==> src/rtl/seg_display_pkg.sv <==
// Shared constants and the hex glyph decoder for the multiplexed 7-segment
// display driver. Glyphs are active-low, bit order {g,f,e,d,c,b,a}.
package seg_display_pkg;

  localparam logic [6:0] SEG_OFF = 7'h7F;

  localparam logic [6:0] GLYPH_0 = 7'b1000000;
  localparam logic [6:0] GLYPH_1 = 7'b1111001;
  localparam logic [6:0] GLYPH_2 = 7'b0100100;
  localparam logic [6:0] GLYPH_3 = 7'b0110000;
  localparam logic [6:0] GLYPH_4 = 7'b0011001;
  localparam logic [6:0] GLYPH_5 = 7'b0010010;
  localparam logic [6:0] GLYPH_6 = 7'b0000010;
  localparam logic [6:0] GLYPH_7 = 7'b1111000;
  localparam logic [6:0] GLYPH_8 = 7'b0000000;
  localparam logic [6:0] GLYPH_9 = 7'b0010000;
  localparam logic [6:0] GLYPH_A = 7'b0001000;
  localparam logic [6:0] GLYPH_B = 7'b0000011;
  localparam logic [6:0] GLYPH_C = 7'b1000110;
  localparam logic [6:0] GLYPH_D = 7'b0100001;
  localparam logic [6:0] GLYPH_E = 7'b0000110;
  localparam logic [6:0] GLYPH_F = 7'b0001110;

  function automatic logic [6:0] hex_to_seg(input logic [3:0] nibble);
    logic [6:0] seg;
    case (nibble)
      4'h0:    seg = GLYPH_0;
      4'h1:    seg = GLYPH_1;
      4'h2:    seg = GLYPH_2;
      4'h3:    seg = GLYPH_3;
      4'h4:    seg = GLYPH_4;
      4'h5:    seg = GLYPH_5;
      4'h6:    seg = GLYPH_6;
      4'h7:    seg = GLYPH_7;
      4'h8:    seg = GLYPH_8;
      4'h9:    seg = GLYPH_9;
      4'hA:    seg = GLYPH_A;
      4'hB:    seg = GLYPH_B;
      4'hC:    seg = GLYPH_C;
      4'hD:    seg = GLYPH_D;
      4'hE:    seg = GLYPH_E;
      default: seg = GLYPH_F;
    endcase
    return seg;
  endfunction

endpackage

==> src/rtl/seg_scan_timer.sv <==
// Digit-slot timing: slot counter, digit index, end-of-frame pulse and the
// anode on-window (anti-ghosting dead time followed by the PWM on-time).
module seg_scan_timer #(
  parameter int unsigned NUM_DIGITS   = 4,
  parameter int unsigned PRESCALE     = 100000,
  parameter int unsigned BLANK_CYCLES = 16,
  parameter int unsigned BR_W         = 3,
  localparam int unsigned IDX_W       = $clog2(NUM_DIGITS),
  localparam int unsigned CNT_W       = $clog2(PRESCALE)
) (
  input  logic             clk,
  input  logic             rst_n,
  input  logic [BR_W-1:0]  brightness_i,
  output logic [IDX_W-1:0] idx_o,
  output logic             win_o,
  output logic             frame_done_o
);

  localparam int unsigned ON_SPAN = PRESCALE - BLANK_CYCLES;
  localparam int unsigned STEP    = ON_SPAN >> BR_W;

  logic [CNT_W-1:0] cnt_q, cnt_d;
  logic [IDX_W-1:0] idx_q, idx_d;
  logic [BR_W-1:0]  br_q, br_d;
  logic             slot_end;
  logic [31:0]      on_cycles;

  // Next-state for counter/index; brightness is taken live at cnt 0 so the
  // window is right even in the first cycle of a slot, then held.
  always_comb begin
    slot_end = (cnt_q == CNT_W'(PRESCALE - 1));
    cnt_d    = slot_end ? '0 : cnt_q + 1'b1;
    idx_d    = idx_q;
    if (slot_end) begin
      idx_d = (idx_q == IDX_W'(NUM_DIGITS - 1)) ? '0 : idx_q + 1'b1;
    end
    br_d      = (cnt_q == '0) ? brightness_i : br_q;
    on_cycles = (&br_d) ? ON_SPAN : 32'(br_d) * STEP;
    win_o     = (32'(cnt_q) >= BLANK_CYCLES) &&
                (32'(cnt_q) < BLANK_CYCLES + on_cycles);
  end

  // Timer state registers.
  always_ff @(posedge clk or negedge rst_n) begin
    if (!rst_n) begin
      cnt_q <= '0;
      idx_q <= '0;
      br_q  <= '0;
    end else begin
      cnt_q <= cnt_d;
      idx_q <= idx_d;
      br_q  <= br_d;
    end
  end

  assign idx_o        = idx_q;
  assign frame_done_o = slot_end && (idx_q == IDX_W'(NUM_DIGITS - 1));

endmodule

==> src/rtl/seg_scan_display.sv <==
// N-digit multiplexed 7-segment driver with tear-free double buffering,
// anti-ghosting dead time and PWM brightness. All pin outputs are active-low
// and registered. Optional build macro SEG_LEADING_ZERO_BLANK_EN adds
// automatic leading-zero blanking when the active buffer is loaded.
module seg_scan_display
  import seg_display_pkg::*;
#(
  parameter int unsigned NUM_DIGITS   = 4,
  parameter int unsigned PRESCALE     = 100000,
  parameter int unsigned BLANK_CYCLES = 16,
  parameter int unsigned BR_W         = 3
) (
  input  logic                    clk,
  input  logic                    rst_n,
  input  logic                    load,
  input  logic [4*NUM_DIGITS-1:0] digits_in,
  input  logic [NUM_DIGITS-1:0]   blank_in,
  input  logic [NUM_DIGITS-1:0]   dp_in,
  input  logic [BR_W-1:0]         brightness,
  output logic [6:0]              segment,
  output logic                    dp_out,
  output logic [NUM_DIGITS-1:0]   an,
  output logic                    frame_done
);

  localparam int unsigned IDX_W = $clog2(NUM_DIGITS);

  logic [IDX_W-1:0] idx;
  logic             win;
  logic             frame_end;

  seg_scan_timer #(
    .NUM_DIGITS  (NUM_DIGITS),
    .PRESCALE    (PRESCALE),
    .BLANK_CYCLES(BLANK_CYCLES),
    .BR_W        (BR_W)
  ) u_timer (
    .clk         (clk),
    .rst_n       (rst_n),
    .brightness_i(brightness),
    .idx_o       (idx),
    .win_o       (win),
    .frame_done_o(frame_end)
  );

  logic [4*NUM_DIGITS-1:0] pend_dig_q, pend_dig_d, act_dig_q, act_dig_d;
  logic [NUM_DIGITS-1:0]   pend_blk_q, pend_blk_d, act_blk_q, act_blk_d;
  logic [NUM_DIGITS-1:0]   pend_dp_q, pend_dp_d, act_dp_q, act_dp_d;
  logic                    pend_vld_q, pend_vld_d;
  logic [NUM_DIGITS-1:0]   in_blk_eff, pend_blk_eff;

`ifdef SEG_LEADING_ZERO_BLANK_EN
  // Zero digits from the top down are darkened until a non-zero digit or a
  // lit decimal point is met; digit 0 always stays visible.
  function automatic logic [NUM_DIGITS-1:0] lz_mask(
    input logic [4*NUM_DIGITS-1:0] d,
    input logic [NUM_DIGITS-1:0]   dp
  );
    logic run;
    lz_mask = '0;
    run     = 1'b1;
    for (int i = int'(NUM_DIGITS) - 1; i >= 1; i--) begin
      if (run && (d[4*i +: 4] == 4'h0) && !dp[i]) lz_mask[i] = 1'b1;
      else run = 1'b0;
    end
  endfunction

  assign in_blk_eff   = blank_in | lz_mask(digits_in, dp_in);
  assign pend_blk_eff = pend_blk_q | lz_mask(pend_dig_q, pend_dp_q);
`else
  assign in_blk_eff   = blank_in;
  assign pend_blk_eff = pend_blk_q;
`endif

  // Buffer swap: a load on the frame boundary bypasses pending entirely.
  always_comb begin
    pend_dig_d = pend_dig_q;
    pend_blk_d = pend_blk_q;
    pend_dp_d  = pend_dp_q;
    pend_vld_d = pend_vld_q;
    act_dig_d  = act_dig_q;
    act_blk_d  = act_blk_q;
    act_dp_d   = act_dp_q;
    if (load) begin
      pend_dig_d = digits_in;
      pend_blk_d = blank_in;
      pend_dp_d  = dp_in;
    end
    if (frame_end && load) begin
      act_dig_d  = digits_in;
      act_blk_d  = in_blk_eff;
      act_dp_d   = dp_in;
      pend_vld_d = 1'b0;
    end else if (frame_end && pend_vld_q) begin
      act_dig_d  = pend_dig_q;
      act_blk_d  = pend_blk_eff;
      act_dp_d   = pend_dp_q;
      pend_vld_d = 1'b0;
    end else if (load) begin
      pend_vld_d = 1'b1;
    end
  end

  // Pending and active buffer registers.
  always_ff @(posedge clk or negedge rst_n) begin
    if (!rst_n) begin
      pend_dig_q <= '0;
      pend_blk_q <= '0;
      pend_dp_q  <= '0;
      pend_vld_q <= 1'b0;
      act_dig_q  <= '0;
      act_blk_q  <= '0;
      act_dp_q   <= '0;
    end else begin
      pend_dig_q <= pend_dig_d;
      pend_blk_q <= pend_blk_d;
      pend_dp_q  <= pend_dp_d;
      pend_vld_q <= pend_vld_d;
      act_dig_q  <= act_dig_d;
      act_blk_q  <= act_blk_d;
      act_dp_q   <= act_dp_d;
    end
  end

  logic [6:0]            seg_q, seg_d;
  logic                  dp_q, dp_d;
  logic [NUM_DIGITS-1:0] an_q, an_d;
  logic                  dark;

  // Decode the current digit from the active buffer only.
  always_comb begin
    dark  = act_blk_q[idx];
    seg_d = dark ? SEG_OFF : hex_to_seg(act_dig_q[{idx, 2'b00} +: 4]);
    dp_d  = ~(act_dp_q[idx] & ~dark);
    an_d  = '1;
    if (win && !dark) an_d[idx] = 1'b0;
  end

  // Output pin registers, all updated on the same edge.
  always_ff @(posedge clk or negedge rst_n) begin
    if (!rst_n) begin
      seg_q <= SEG_OFF;
      dp_q  <= 1'b1;
      an_q  <= '1;
    end else begin
      seg_q <= seg_d;
      dp_q  <= dp_d;
      an_q  <= an_d;
    end
  end

  assign segment    = seg_q;
  assign dp_out     = dp_q;
  assign an         = an_q;
  assign frame_done = frame_end;

endmodule

==> config.mk <==
export PLATFORM = sky130hd
export DESIGN_NAME = seg_scan_display
export DESIGN_NICKNAME = d
export VERILOG_FILES = /design/src/rtl/seg_display_pkg.sv /design/src/rtl/seg_scan_timer.sv /design/src/rtl/seg_scan_display.sv
export SDC_FILE = /design/constraint.sdc
export NUM_CORES = 1
export LEC_CHECK = 0
export BUFFER_PORTS_ARGS = -buffer_cell sky130_fd_sc_hd__buf_2
export CORE_AREA = 5 5 128 130
export CTS_CLUSTER_SIZE = 20
export DETAILED_ROUTE_END_ITERATION = 12
export DIE_AREA = 0 0 133 135
export GPL_TIMING_DRIVEN = 0
export PLACE_DENSITY = 0.58
export SYNTH_ARGS = -nofsm -noshare
export SYNTH_HDL_FRONTEND = slang
export SYNTH_HIERARCHICAL = 1
export SYNTH_SLANG_ARGS = --single-unit
==> constraint.sdc <==
create_clock -name clk -period 8.6 [get_ports clk]
set_clock_uncertainty 0.2 [all_clocks]
set_input_delay 0.43 -clock clk [delete_from_list [all_inputs] [get_ports clk]]
set_output_delay 0.43 -clock clk [all_outputs]
set_load 0.05 [all_outputs]
; ---- Word level (Yosys, flattened, before mapping)
; Memories as Yosys holds them, arrays and structs flattened.
; Index checks and enable logic that the tools add are counted.
[totals]
romBits = 112
register_bits = 83
n_memories = 1
input_bits = 30
wordCells = 61
[op_classes]
n_addsub = 3
bitwise_logic = 4
reduce_logical = 11
n_mux = 21
shift = 1
multipliers = 1
n_eq_ne = 2
magnitude_cmp = 4
[memory_table]
columns = name, depth, word_bits, rd, rd_clocked_by_memory_dff, wr, line
row1 = (name not given), 16, 7, 1, 0, 0, seg_display_pkg.sv:26  ; case (nibble)
[op_table]
columns = operator, n
row1 = $mux 17, 2
row2 = $add 5x32->32 const A, 1
row3 = $lt 17x32->1, 1
row4 = $mux 16, 2
row5 = $mux 4, 5
row6 = $add 17x1->17 const B, 1
row7 = $eq 17x17->1 const B, 1
row8 = $ge 17x5->1 const B, 1
row9 = $logic_not 17->1, 1
row10 = $mul 3x13->16 const B, 1
row11 = $shiftx 16x5->4, 1
row12 = $mux 7, 1
row13 = $logic_and 1x1->1, 6
row14 = $mux 1, 6
row15 = $bmux 1 s2, 2
row16 = $not 4->4, 1
row17 = $lt 2x3->1 const B, 1
row18 = $mux 3, 1
row19 = $reduce_and 3->1, 1
row20 = $reduce_bool 3->1, 1
row21 = $add 2x1->2 const B, 1
row22 = $demux 1 s2, 1
row23 = $eq 2x2->1 const B, 1
row24 = $ge 2x1->1 const B, 1
row25 = 5 further kinds, 6

; ---- Longest topological paths before layout
[depth]
depth_word = 9
depth_mapped = 24
mapped_depth_nobuf = 23

; ---- Modules after synthesis
; The synthesis kept the hierarchy.
[modules_own_cells]
columns = module, area_each_um2, cells_each, seq_area_each_um2, instances
row1 = seg_scan_display, 2632.5, 169, 1541.5, 1
row2 = seg_scan_timer, 1808.0, 195, 550.5, 1

; ---- Least setup slack after synthesis
; OpenSTA, ideal clock, no wires.
[synth_timing]
kind = flip-flop to flip-flop
start = register u_timer.cnt_q[12]
end = register an_q[0], in the netlist an[0]
setup_time_ps = 100
path_buffers = 0
path_stages_with_launch = 17
t_arrival_ps = 4667
path_slack_ps = 3632
synth_period_minus_slack_ps = 4968
required_time_ps = 8300
cell_sequence = dfrtp_1 nor4_4 nand4_2 nor2_1 mux2_2 ha_1 ha_1 fa_1 nand2_1 a21oi_1 mux2i_1 ha_1 and4_1 a221oi_1 nand3_1 o211ai_1 or4b_2
[synth_between]
elab_chain_len = 9
word_cells_on_any_way = 11
classes_between = add/sub (1) / mul (1) / order compare (2) / mux (3) / reduce/logical (4)
[synth_rtl]
columns = item, line
row1 = from (decl), seg_scan_timer.sv:22  ; logic [CNT_W-1:0] cnt_q, cnt_d;
row2 = from (signal assigned), seg_scan_timer.sv:50  ; cnt_q <= cnt_d;
row3 = $logic_not 17->1 *, seg_scan_timer.sv:37  ; br_d = (cnt_q == '0) ? brightness_i : br_q;
row4 = $mux 3 *, seg_scan_timer.sv:37
row5 = net u_timer.br_d[1], seg_scan_timer.sv:24  ; logic [BR_W-1:0] br_q, br_d;
row6 = $mul 3x13->16 or $reduce_and 3->1 (tied branches), seg_scan_timer.sv:38  ; on_cycles = (&br_d) ? ON_SPAN : 32'(br_d) * STEP;
row7 = $mux 17 *, seg_scan_timer.sv:38
row8 = $add 5x32->32 *, seg_scan_timer.sv:40  ; (32'(cnt_q) < BLANK_CYCLES + on_cycles);
row9 = $lt 17x32->1 *, seg_scan_timer.sv:40
row10 = $logic_and 1x1->1 *, seg_scan_timer.sv:39  ; win_o = (32'(cnt_q) >= BLANK_CYCLES) &&
row11 = net win, seg_scan_display.sv:29  ; logic win;
row12 = $logic_and 1x1->1 *, seg_scan_display.sv:136  ; if (win && !dark) an_d[idx] = 1'b0;
row13 = $mux 4 *, seg_scan_display.sv:136
row14 = net an_d[0], seg_scan_display.sv:127  ; logic [NUM_DIGITS-1:0] an_q, an_d;
row15 = to (signal assigned), seg_scan_display.sv:148  ; an_q <= an_d;
row16 = to (decl), seg_scan_display.sv:127
; Mark *: on every way through the listed nets, which the timed path passes. The rest lies on a longest branch.
; A chain may end at the register's enable or synchronous reset.

; ---- Worst setup path after layout
[layout_timing]
start = register u_timer.cnt_q[6]
end = register an_q[0], in the netlist an[0]
; The elaborated chain is that of the path after synthesis.

==> results.tsv <==
metric	value	unit
syn_area_per_cell	12.2	um^2
post_cts_resized	0	
ir_drop	0.0000881	V
die_width	133	um
rsz0062_at_grt	false	
endpoint_kind	flop	
worstSetupPathType	reg2reg	
grt_pass1_wl	15.6	mm
ys_seq_area_share	47.1	%
htree_levels	3	
cts_tree	done	
synthXorXnorAreaFrac	3.55	%
place_congestion	0.845	
r2r_slack	2810	ps
clk_pin_slew	60	ps
use_met1	13.7	%
grt_max_degree	59	
root_buffer	clkbuf_16	
required	8640	ps
die_area	18000	um^2
die_h	135	um
viasPerCell	4.89	
crit_buf_inv	1	
synth_compound_area_share	5.92	%
synth_edf_count	0	
dr_total_vias	2987	
cp_max_fo	7	
drt-initial-drc-count	156	
grt-busiest-layer	met2	
grt_overflow	0	
synth_top_family_by_area	multiplexers	
tightest_slew	651	ps
setup_tns	0	ps
met2_usage	17.9	%
drt-pass1-iter-count	4	
fin_crit	5790	ps
placed_cells	594	
n_fill_cell	1485	
slowest_stage	or4b_2	
mostFrequentLayoutCell	dfrtp_1	
crit_top_cell	ha_1	
cts.sinks	83	
final_area	5230	um^2
instances_no_fill	611	
status	finished, final reports clean	
most-common-layout-cells	dfrtp_1, mux2_2, buf_2	
cp_cell_sequence	clkbuf_1, nor4_4, nand4_2, nor2_1, mux2_2, ha_1, ha_1, fa_1, nand2_1, a21oi_1, mux2i_1, ha_1, and4_1, a221oi_1, nand3_1, o211ai_1, or4b_2	
cellPowerDensity	167	nW/um^2
max_clock_freq	173	MHz
synthesis.area	4440	um^2
hpwl	6.99	mm
fp-row-count	45	
layout-drive-gt1-share	34.8	%
yosys.area_share.simple	13.1	%
grt_pass1_vias	3072	
synth-seq-cells	83	
portBuffers	41	
leakagePower	2.40	nW
post-route-period-util	67.3	%
dp_slack	2860	ps
synth_cells	364	
clockBufferDepth	2	
io_pins	43	
start_util	29.5	%
setup_violations	0	
maxSlewHeadroom	56.2	%
n_antenna_cell	0	
synth.area.mux_share	18.1	%
wirelength	9.16	mm
synth_flop_cell	dfrtp_1	
placed_area	4910	um^2
drc	0	
grtUsageTotal	10.7	%
syn_to_final_growth	17.8	%
ant_nets	0	
post_drt_wl_per_cell	15.0	um
antenna_found_initial	0	
register_area	2090	um^2
holdWs	142	ps
synthArstFlopShare	100	%
core	15000	um^2
syn_nets	426	
drv_cap	0	
clk_latency	340	ps
cp-start-kind	flop	
hold_path_class	in2reg	
grt_use_met3	3.20	%
hold_viol_final	0	
cpPeakStageDelay	650	ps
synthDistinctLibCells	57	
cts_buffers	9	
nNetsFinal	480	
worstPathArrival	5830	ps
drv_slew	0	
critical_path.top_delay_family	simple AND/OR/NAND/NOR gates	
yosys_warnings	6	
multiInputGateArea	2210	um^2
synth_fa_ha_area_share	9.19	%
setup_ws	2810	ps
-- metrics by stage --
stage               utilization (%)  total power, mW
finish                         34.8            0.872
global route                   34.8            0.911
CTS                            34.8            0.886
detailed placement             32.7            0.486
global placement               32.5            0.481
floorplan                         -            0.456
-- power breakdown --
| part | total, mW | internal, mW | switching (mW) |
|---|---|---|---|
| registers | 0.405 | 0.403 | 0.00287 |
| clock network | 0.394 | 0.235 | 0.159 |
| logic | 0.0727 | 0.0329 | 0.0398 |
-- final cells by class --
class,count,area share [%]
multi-input cells,254,42.3
flip-flops and latches,83,40.0
repair buffers,43,4.69
clock buffers,10,4.57
well taps,188,4.50
plain buffers,13,1.58
clock inverters,6,1.34
inverters,14,1.00
-- registers in the layout (all words and copies together) (netlist names) --
| register | count |
|---|---|
| act_blk_q | 4 |
| pend_dp_q | 4 |
| pend_blk_eff | 4 |
| act_dp_q | 4 |
| u_timer/cnt_q | 17 |
| act_dig_q | 16 |
| pend_dig_q | 16 |
| an | 4 |
| segment | 7 |
| pend_vld_q | 1 |
| u_timer/idx_o | 2 |
| dp_out | 1 |
| u_timer/br_q | 3 |
-- synthesized netlist by cell type, types with 3 or more instances --
| cell type | count | area share [%] |
|---|---|---|
| nor3_1 | 5 | 0.56 |
| dfrtp_1 | 71 | 40 |
| nand4_1 | 7 | 0.99 |
| a21oi_1 | 12 | 1.4 |
| mux4_1 | 3 | 1.8 |
| a31oi_1 | 4 | 0.56 |
| mux2i_1 | 6 | 1.4 |
| xor2_1 | 8 | 1.6 |
| o211ai_1 | 4 | 0.68 |
| buf_6 | 3 | 0.76 |
| dfstp_2 | 12 | 7.1 |
| ha_1 | 31 | 8.7 |
| or3_1 | 4 | 0.56 |
| and3_1 | 3 | 0.42 |
| o21ai_0 | 3 | 0.34 |
| buf_2 | 6 | 0.68 |
| nand2_1 | 23 | 1.9 |
| inv_1 | 14 | 1.2 |
| nand3_1 | 16 | 1.8 |
| mux2_2 | 53 | 13 |
| nor2_1 | 18 | 1.5 |
| xnor2_1 | 10 | 2.0 |
| mux4_2 | 3 | 1.5 |
-- what timing repair did --
item	4_1_cts	5_1_grt
hold endpoints to repair	25	0
hold buffers	1	0
buffers inserted	0	0
-- path summary, 6_finish.rpt --
path                             startpoint        endpoint  cells past startpoint
setup / recovery           u_timer/cnt_q[6]           an[0]                     17
setup reg to reg           u_timer/cnt_q[6]           an[0]                     17
hold / removal                digits_in[10]  pend_dig_q[10]                      2
hold reg to reg              pend_dig_q[10]  pend_dig_q[10]                      1
max in group asynchronous             rst_n          dp_out                      3
min in group asynchronous             rst_n   pend_dig_q[5]                      2
-- routing by layer --
layer,part of all wire (%),vias to the layer above
li1,-,1441
met1,46,1495
met2,49,44
met3,4.6,7
met4,0.87,0
met5,0,-
-- cell families (layout without fill, tap and decap cells) --
logic type,Yosys count,count (layout)
and+or+nand+nor,100,100
DFF,83,83
muxes,65,65
AOI/OAI and AO/OA,39,39
adders and majority gates,32,32
buffers and inverters,27,86
xor gates and xnor gates,18,18
-- worst register-to-register path, stage by stage (launching register included) --
cell and delay (ps):
dfrtp_1 390, clkbuf_1 220, nor4_4 240, nand4_2 230
nor2_1 310, mux2_2 440, ha_1 330, ha_1 240
fa_1 540, nand2_1 100, a21oi_1 170, mux2i_1 270
ha_1 280, and4_1 200, a221oi_1 350, nand3_1 120
o211ai_1 450, or4b_2 650
(Power assumes the default switching activity.)
